### src/rtl/bcd_conv_sched_if.sv
// Requester-side bundle for the shared BCD->binary converter.
// master: the requesters (drive req/bcd_in); slave: the converter.
interface bcd_conv_sched_if #(
    parameter int unsigned NUM_REQ  = 4,
    parameter int unsigned ID_W     = 2,
    parameter int unsigned SIZE_BCD = 28,
    parameter int unsigned SIZE_BIN = 24
);
    logic [NUM_REQ-1:0]          req;
    logic [NUM_REQ*SIZE_BCD-1:0] bcd_in;
    logic [NUM_REQ-1:0]          ack;
    logic                        busy;
    logic [SIZE_BIN-1:0]         data_bin;
    logic [ID_W-1:0]             result_id;
    logic                        valid;
    logic                        err;

    modport master (
        output req, bcd_in,
        input  ack, busy, data_bin, result_id, valid, err
    );

    modport slave (
        input  req, bcd_in,
        output ack, busy, data_bin, result_id, valid, err
    );
endinterface

### src/rtl/bcd_conv_sched.sv
// Shared digit-serial BCD->binary converter with round-robin requester arbitration.
// One operand is captured per pass (IDLE -> CONV -> OUT -> IDLE); the result is
// tagged with the index of the requester that supplied it.
// Optional build macro: BCD_CHECK_EN -- flags any non-decimal digit on err.
module bcd_conv_sched #(
    parameter int unsigned NUM_REQ  = 4,
    parameter int unsigned ID_W     = 2,
    parameter int unsigned SIZE_BCD = 28,
    parameter int unsigned SIZE_BIN = 24
) (
    input logic             clk,
    input logic             rst,
    bcd_conv_sched_if.slave bus
);
    localparam int unsigned DIGITS = SIZE_BCD / 4;
    localparam int unsigned CNT_W  = $clog2(DIGITS + 1);
    localparam int unsigned PTR_W  = (NUM_REQ > 1) ? $clog2(NUM_REQ) : 1;

    typedef enum logic [1:0] {
        StIdle,
        StConv,
        StOut
    } state_t;

    state_t              state_q, state_d;
    logic [SIZE_BCD-1:0] opnd_q, opnd_d;    // shifts left one digit per accumulate
    logic [SIZE_BIN-1:0] acc_q, acc_d;
    logic [CNT_W-1:0]    cnt_q, cnt_d;
    logic [ID_W-1:0]     ptr_q, ptr_d;      // last granted requester
    logic [NUM_REQ-1:0]  ack_q, ack_d;
    logic [SIZE_BIN-1:0] data_q, data_d;
    logic [ID_W-1:0]     id_q, id_d;
    logic                valid_q, valid_d;

    logic                grant_found;
    logic [ID_W-1:0]     grant_idx;
    int unsigned         scan_idx;
    logic [3:0]          digit;

    // Current digit is always the top nibble of the shifting operand
    assign digit = opnd_q[SIZE_BCD-1 -: 4];

    // Round-robin winner: first set req scanning upward from the slot after ptr
    always_comb begin
        grant_found = 1'b0;
        grant_idx   = '0;
        scan_idx    = 0;
        for (int unsigned i = 1; i <= NUM_REQ; i++) begin
            scan_idx = (32'(ptr_q) + i) % NUM_REQ;
            if (!grant_found && bus.req[scan_idx[PTR_W-1:0]]) begin
                grant_found = 1'b1;
                grant_idx   = ID_W'(scan_idx);
            end
        end
    end

    // Next-state and datapath updates for the capture/convert/publish sequence
    always_comb begin
        state_d = state_q;
        opnd_d  = opnd_q;
        acc_d   = acc_q;
        cnt_d   = cnt_q;
        ptr_d   = ptr_q;
        ack_d   = '0;
        data_d  = data_q;
        id_d    = id_q;
        valid_d = 1'b0;
        unique case (state_q)
            StIdle: begin
                if (grant_found) begin
                    opnd_d  = bus.bcd_in[grant_idx*SIZE_BCD +: SIZE_BCD];
                    ack_d   = NUM_REQ'(1) << grant_idx;
                    id_d    = grant_idx;
                    ptr_d   = grant_idx;
                    acc_d   = '0;
                    cnt_d   = '0;
                    state_d = StConv;
                end
            end
            StConv: begin
                // acc*10 as two shifts; overflow wraps at SIZE_BIN
                acc_d  = (acc_q << 3) + (acc_q << 1) + SIZE_BIN'(digit);
                opnd_d = opnd_q << 4;
                cnt_d  = cnt_q + 1'b1;
                if (cnt_q == CNT_W'(DIGITS - 1)) begin
                    state_d = StOut;
                end
            end
            StOut: begin
                data_d  = acc_q;
                valid_d = 1'b1;
                state_d = StIdle;
            end
            default: begin
                state_d = StIdle;
            end
        endcase
    end

    // State and datapath registers; reset drops any conversion in flight
    always_ff @(posedge clk or posedge rst) begin
        if (rst) begin
            state_q <= StIdle;
            opnd_q  <= '0;
            acc_q   <= '0;
            cnt_q   <= '0;
            ptr_q   <= ID_W'(NUM_REQ - 1);
            ack_q   <= '0;
            data_q  <= '0;
            id_q    <= '0;
            valid_q <= 1'b0;
        end else begin
            state_q <= state_d;
            opnd_q  <= opnd_d;
            acc_q   <= acc_d;
            cnt_q   <= cnt_d;
            ptr_q   <= ptr_d;
            ack_q   <= ack_d;
            data_q  <= data_d;
            id_q    <= id_d;
            valid_q <= valid_d;
        end
    end

    assign bus.ack       = ack_q;
    assign bus.busy      = (state_q != StIdle);
    assign bus.data_bin  = data_q;
    assign bus.result_id = id_q;
    assign bus.valid     = valid_q;

`ifdef BCD_CHECK_EN
    logic flag_q, flag_d;
    logic err_q, err_d;

    // Sticky bad-digit flag: cleared at capture, published alongside the result
    always_comb begin
        flag_d = flag_q;
        err_d  = err_q;
        if (state_q == StIdle && grant_found) begin
            flag_d = 1'b0;
        end else if (state_q == StConv && digit > 4'd9) begin
            flag_d = 1'b1;
        end
        if (state_q == StOut) begin
            err_d = flag_q;
        end
    end

    // Flag and error registers
    always_ff @(posedge clk or posedge rst) begin
        if (rst) begin
            flag_q <= 1'b0;
            err_q  <= 1'b0;
        end else begin
            flag_q <= flag_d;
            err_q  <= err_d;
        end
    end

    assign bus.err = err_q;
`else
    assign bus.err = 1'b0;
`endif

endmodule

### src/flat_wrapper.sv
// flat-port wrapper written by rule: the top's interface ports become plain ports
module bcd_conv_sched_flat 
#(
    parameter int unsigned NUM_REQ  = 4,
    parameter int unsigned ID_W     = 2,
    parameter int unsigned SIZE_BCD = 28,
    parameter int unsigned SIZE_BIN = 24
)
  (clk, rst, bus_req, bus_bcd_in, bus_ack, bus_busy, bus_data_bin, bus_result_id, bus_valid, bus_err);
  bcd_conv_sched_if #(.NUM_REQ(NUM_REQ), .ID_W(ID_W), .SIZE_BCD(SIZE_BCD), .SIZE_BIN(SIZE_BIN)) bus_i ();
  input logic clk;
  input logic rst;
  input wire logic [$bits(bus_i.req)-1:0] bus_req;
  input wire logic [$bits(bus_i.bcd_in)-1:0] bus_bcd_in;
  output wire logic [$bits(bus_i.ack)-1:0] bus_ack;
  output wire logic [$bits(bus_i.busy)-1:0] bus_busy;
  output wire logic [$bits(bus_i.data_bin)-1:0] bus_data_bin;
  output wire logic [$bits(bus_i.result_id)-1:0] bus_result_id;
  output wire logic [$bits(bus_i.valid)-1:0] bus_valid;
  output wire logic [$bits(bus_i.err)-1:0] bus_err;
  assign bus_i.req = bus_req;
  assign bus_i.bcd_in = bus_bcd_in;
  assign bus_ack = bus_i.ack;
  assign bus_busy = bus_i.busy;
  assign bus_data_bin = bus_i.data_bin;
  assign bus_result_id = bus_i.result_id;
  assign bus_valid = bus_i.valid;
  assign bus_err = bus_i.err;
  bcd_conv_sched #(.NUM_REQ(NUM_REQ), .ID_W(ID_W), .SIZE_BCD(SIZE_BCD), .SIZE_BIN(SIZE_BIN)) u_core (.clk(clk), .rst(rst), .bus(bus_i));
endmodule
### config.mk
export PLATFORM = sky130hd
export DESIGN_NAME = bcd_conv_sched_flat
export DESIGN_NICKNAME = d
export VERILOG_FILES = /design/src/rtl/bcd_conv_sched_if.sv /design/src/rtl/bcd_conv_sched.sv /design/src/flat_wrapper.sv
export SDC_FILE = /design/constraint.sdc
export NUM_CORES = 1
export LEC_CHECK = 0
export CORE_MARGIN = 2
export CORE_UTILIZATION = 53
export CTS_BUF_LIST = sky130_fd_sc_hd__clkbuf_16
export CTS_CLUSTER_DIAMETER = 80
export CTS_CLUSTER_SIZE = 24
export DETAILED_ROUTE_END_ITERATION = 10
export PLACE_DENSITY = 0.93
export SLEW_MARGIN = 10
export SYNTH_ARGS = -nofsm -noshare
export SYNTH_HDL_FRONTEND = slang
export SYNTH_SLANG_ARGS = --single-unit
### constraint.sdc
create_clock -name clk -period 6 [get_ports clk]
set_clock_uncertainty 0.1 [all_clocks]
set_input_delay 0.6 -clock clk [delete_from_list [all_inputs] [get_ports clk]]
set_output_delay 0.6 -clock clk [all_outputs]
set_load 0.005 [all_outputs]
== Yosys cells after proc, flatten, opt, wreduce, memory -nomap -nowiden ==
Index checks and enable logic that the tools add are counted.
Storage, ports and cells
  input bits: 118
  word-level logic and storage cells: 68
  output and inout port bits: 33
  register bits after elaboration: 90
Cells by class
  $mul: 1
  equality and inequality tests: 5
  add/sub/neg operators: 7
  shift operators: 2
  $lt $le $gt $ge: 4
  multiplexer cells: 28
  reductions and logical operators: 12
Operators by type and width (count)
  112-bit by 8-bit variable part select with 28-bit output: 1
  28-bit case mux with 2 select lines: 1
  24-bit case mux with 2 select lines: 1
  28-bit 2-to-1 mux: 1
  24-bit adder: 1
  24-bit by 4-bit adder with 24-bit output: 1
  24-bit 2-to-1 mux: 1
  2-bit by 3-bit less-than comparator with 1-bit output, second input constant: 4
  2-bit 2-to-1 mux: 6
  1-bit 2-to-1 mux: 9
  1-bit binary-select mux with 2-bit select: 4
  4-bit 2-to-1 mux: 2
  3-bit case mux with 2 select lines: 1
  2-bit AND reduction: 3
  2-bit by 3-bit multiplier with 5-bit output, second input constant: 1
  2-bit by 1-bit adder with 2-bit output, second input constant: 2
  2-bit adder, second input constant: 2
  2-bit by 1-bit inequality test with 1-bit output, second input constant: 2
  2-bit case mux with 2 select lines: 1
  2-bit nonzero test: 2
  1-bit by 2-bit left shift with 4-bit output, first input constant: 1
  3-bit by 1-bit adder with 3-bit output, second input constant: 1
  3-bit == test, second input constant: 1
  1-bit logical AND: 3
  other kinds (5): 7

== Logic depth before layout (Yosys ltp) ==
  depth after elaboration: 17
  gate-level depth with buffers: 10
  mapped depth without buffers: 10

== Worst setup path after synthesis ==
Ideal clock, no wire load.
  path type: register to register
  start point: register u_core.acc_q[0]
  end point: register u_core.acc_q[14]
  stages on the path, launching flop included: 11
  buffers on the path: 0
  setup time: 95 ps
  data required time: 5805 ps
  data arrival time: 2696 ps
  clock period less this slack: 2892 ps
  slack: 3108 ps
  path through: dfrtp_1 inv_1 fa_1 inv_1 fa_1 a21oi_2 o221ai_2 a221oi_2 a21oi_1 o21a_1 o31ai_1
On the way
  word-level cells in the longest chain between the ends: 3
RTL lines
  start: declaration: RTL line bcd_conv_sched.sv:27  | logic [SIZE_BIN-1:0] acc_q, acc_d;
  start signal: assignment: RTL line bcd_conv_sched.sv:105  | acc_q <= '0;
  start signal: assignment: RTL line bcd_conv_sched.sv:115  | acc_q <= acc_d;
  24-bit adder: RTL line bcd_conv_sched.sv:82  | acc_d = (acc_q << 3) + (acc_q << 1) + SIZE_BIN'(digit);
  24-bit by 4-bit adder with 24-bit output: RTL line bcd_conv_sched.sv:82
  24-bit case mux with 2 select lines: RTL line bcd_conv_sched.sv:68  | unique case (state_q)
Every way passes these cells.
A chain may end at the register's enable or synchronous reset.

== Worst setup path in the final report ==
Ends and elaborated chain as after synthesis.

==> results.txt <==
Post-synthesis cell type count - 61
Total die area - 11500 um^2
Hold/Removal Path Class - register to register
Final setup TNS - 0 ns
Synthesized net count - 698
Initial drt markers - 273
Final-layout worst hold slack - 0.405 ns
Beginning of the worst register-to-register path - u_core.acc_q[0]$_DFFE_PP0P_
Avg Cell Area, Syn - 10.6 um^2
Length in cells of the worst reg-to-reg path - 10
Max-capacitance violation count - 0
Hold-fix buffers, CTS - 0
Number of top-level pins - 151
Storage element area - 2250 um^2
Final global-route overflow total - 0
Result of the run - complete, no violations
Setup violators final - 0
Multi-input gate area in the final layout - 3230 um^2
Gpl congestion - 0.971
Required time reported for the critical path endpoint - 6.10 ns
Final Hold Fails - 0
Final routed wirelength across all metal layers - 15100 um
Peak supply drop - 0.000268 V
Share of layout cells above drive strength 1 - 0.145
Cell Area, Synth - 5640 um^2
Most repeated cell in the gate-level netlist after synthesis - nand2_1
CP bufs+invs - 2
Routed length per placed instance - 18.7 um
Hold depth - 1
Maximum fanout encountered on the critical timing path - 6
Worst Path Arrival - 3.44 ns
Post-synth EDFFs - 0
Period utilization - 0.557
Worst-Skew Late Latency - 0.35 ns
Min setup slack post-route - 2.66 ns
Post-detail-place hpwl - 11100 um
Post-CTS setup buffer count - 0
Horiz. Die Dim - 107 um
Crit path largest cell delay - 0.55 ns
Clock root buffer master - clkbuf_16
Residual DRC count - 0
Number of register bits inferred by synthesis - 90
Commonest register cell after synthesis - dfrtp_1
Post-synthesis cell count - 534
CTS sink count - 90
Vertical die dimension - 107 um
Maximum level of the CTS H-tree - 3
Number of antenna violations at the first check in global routing - 0
Resize count post-CTS - 0
Total clock buffers created by CTS - 9
Destination of the worst hold path - u_core.bus.data_bin[15]$_DFFE_PP0P_
ANT nets after route - 0
Number of cells on the critical path - 10
Most area-consuming cells after synthesis - dfrtp_1 39%, ha_1 9.8%, mux4_2 9.6%, nand2_1 5.9%, mux2_2 5.6%
Cell Pwr Density - 608 nW/um^2
TritonCTS clock tree - yes
Timing-limited maximum frequency - 299 MHz
Cell chain of the critical path - inv_1 > fa_1 > inv_1 > fa_1 > a21oi_2 > o221ai_2 > a221oi_2 > a21oi_1 > nor3_1 > o31ai_1
Area delta synth->final - 33.6%
Actual slew at the worst max-slew pin - 1.11 ns
Cell types with the highest counts after synthesis - 89 x nand2_1, 88 x dfrtp_1, 44 x ha_1
Critical path type - register to register
Vias after detailed routing - 4971
Port Buffer Count - 149
Seq/Total Area, Yosys - 0.400
Worst reg2reg setup slack - 2.66 ns
Count of nets after finishing - 834
Minimum clock period after layout - 3.34 ns
Critical path launch point type - register
Count of standard-cell rows - 37
Overall global routing resource usage - 0.274
Worst-path clk slew - 0.07 ns
Count of filler cells inserted in the layout - 672
Static leakage power - 0.00324 uW
Headroom to the max-slew limit - 0.258
Dominant delay contributor by cell family on the critical path - compound AO/OA/AOI/OAI gates
Wire length of the first global-routing pass - 24600 um
Std-Cell Core Area - 10300 um^2
Post-synth top area cell - dfrtp_1
Share of flip-flops with an asynchronous set or reset after synthesis - 1.00
Power, Total - 4580 uW
Synthesis warning total - 0
First-pass iteration count of the detailed router - 5
Unrepaired setup endpoints after global routing - false
Placement-stage worst setup slack - 2.78 ns
Proportion of netlist area held by the largest area contributor - 0.391
# diodes - 0
Maximum number of pins on one net before global-route repair - 91
Clock tree buffer depth - 2
Standard cell with the maximum stage delay on the critical path - fa_1
Number of global-route vias before repair - 5316
Max-slew violation count - 0
Worst min-delay path startpoint - u_core.bus.data_bin[15]$_DFFE_PP0P_
Type of element capturing the critical path - register
RR Endpoint - u_core.acc_q[14]$_DFFE_PP0P_
Starting density of the core - 0.546
Vias per std cell - 6.13
Finished Core Util - 0.730
[logic make-up (layout without fill, tap and decap cells)]
logic type / after synthesis / after routing / share of synthesized area
and+or+nand+nor: 162 / 162 / 0.130
AOI/OAI and AO/OA: 120 / 120 / 0.148
DFF: 90 / 90 / 0.400
muxes: 59 / 59 / 0.164
adders and majority gates: 46 / 46 / 0.105
buffers and inverters: 43 / 184 / 0.0326
xor gates and xnor gates: 13 / 13 / 0.0202
other: 1 / 1 / 0.000665
[where the power goes]
part,total [uW],internal (uW),switching (uW)
Clock,543,287,256
Combinational,2870,1330,1540
Sequential,1170,928,240
Total,4580,2540,2040
[cell usage in the layout (no fill, tap or decap), drive strengths merged, types with 4 or more instances in the layout]
cell / count
mux2i: 7
xnor2: 9
nand2: 89
buf: 7
clkdlybuf4s50: 149
nor2: 18
mux2: 28
dfrtp: 88
nand2b: 5
o21ai: 32
inv: 15
nand3: 22
nor2b: 4
a22oi: 24
xor2: 4
o21a: 5
nor3: 6
o31ai: 8
clkbuf: 9
a21oi: 19
ha: 44
a21o: 8
mux4: 24
[metal layers]
layer,GRT usage,wire [um],vias to the layer above
met1,0.307,5530,2401
li1,-,-,2249
met5,0,0,-
met3,0.0511,919,62
met4,0.164,731,0
met2,0.481,7960,259
[sequential cells by signal, summed over array words and instances, names as in the netlist]
name	cells
u_core.bus.result_id	2
u_core.opnd_q	28
u_core.ptr_q	2
u_core.bus.ack	4
u_core.acc_q	24
u_core.state_q	2
u_core.bus.valid	1
u_core.bus.data_bin	24
u_core.cnt_q	3
[final cells by class]
type,instances,area share
clock inverter,7,0.00764
sequential,90,0.299
timing repair buffer,156,0.205
clock buffer,9,0.0299
multi-input combinational,401,0.429
tap,136,0.0226
inverter,12,0.00615
[per-stage QoR]
| step | cell area [um^2] | instances |
|---|---|---|
| floorplan | 5640 | 534 |
| global placement | 7250 | 795 |
| detailed placement | 7250 | 795 |
| CTS | 7530 | 811 |
| global route | 7530 | 811 |
| finish | 7530 | 811 |
[worst max path at each step]
stage / startpoint / to / slack [ns]
detailed placement: u_core.acc_q[0]$_DFFE_PP0P_ / u_core.acc_q[14]$_DFFE_PP0P_ / 2.78
CTS: u_core.acc_q[0]$_DFFE_PP0P_ / u_core.acc_q[14]$_DFFE_PP0P_ / 2.69
floorplan: rst / u_core.acc_q[0]$_DFFE_PP0P_ / 2.97
global placement: u_core.acc_q[0]$_DFFE_PP0P_ / u_core.acc_q[14]$_DFFE_PP0P_ / 2.91
global route: u_core.acc_q[0]$_DFFE_PP0P_ / u_core.acc_q[14]$_DFFE_PP0P_ / 2.53
finish: u_core.acc_q[0]$_DFFE_PP0P_ / u_core.acc_q[14]$_DFFE_PP0P_ / 2.66
(Power assumes the default switching activity.)
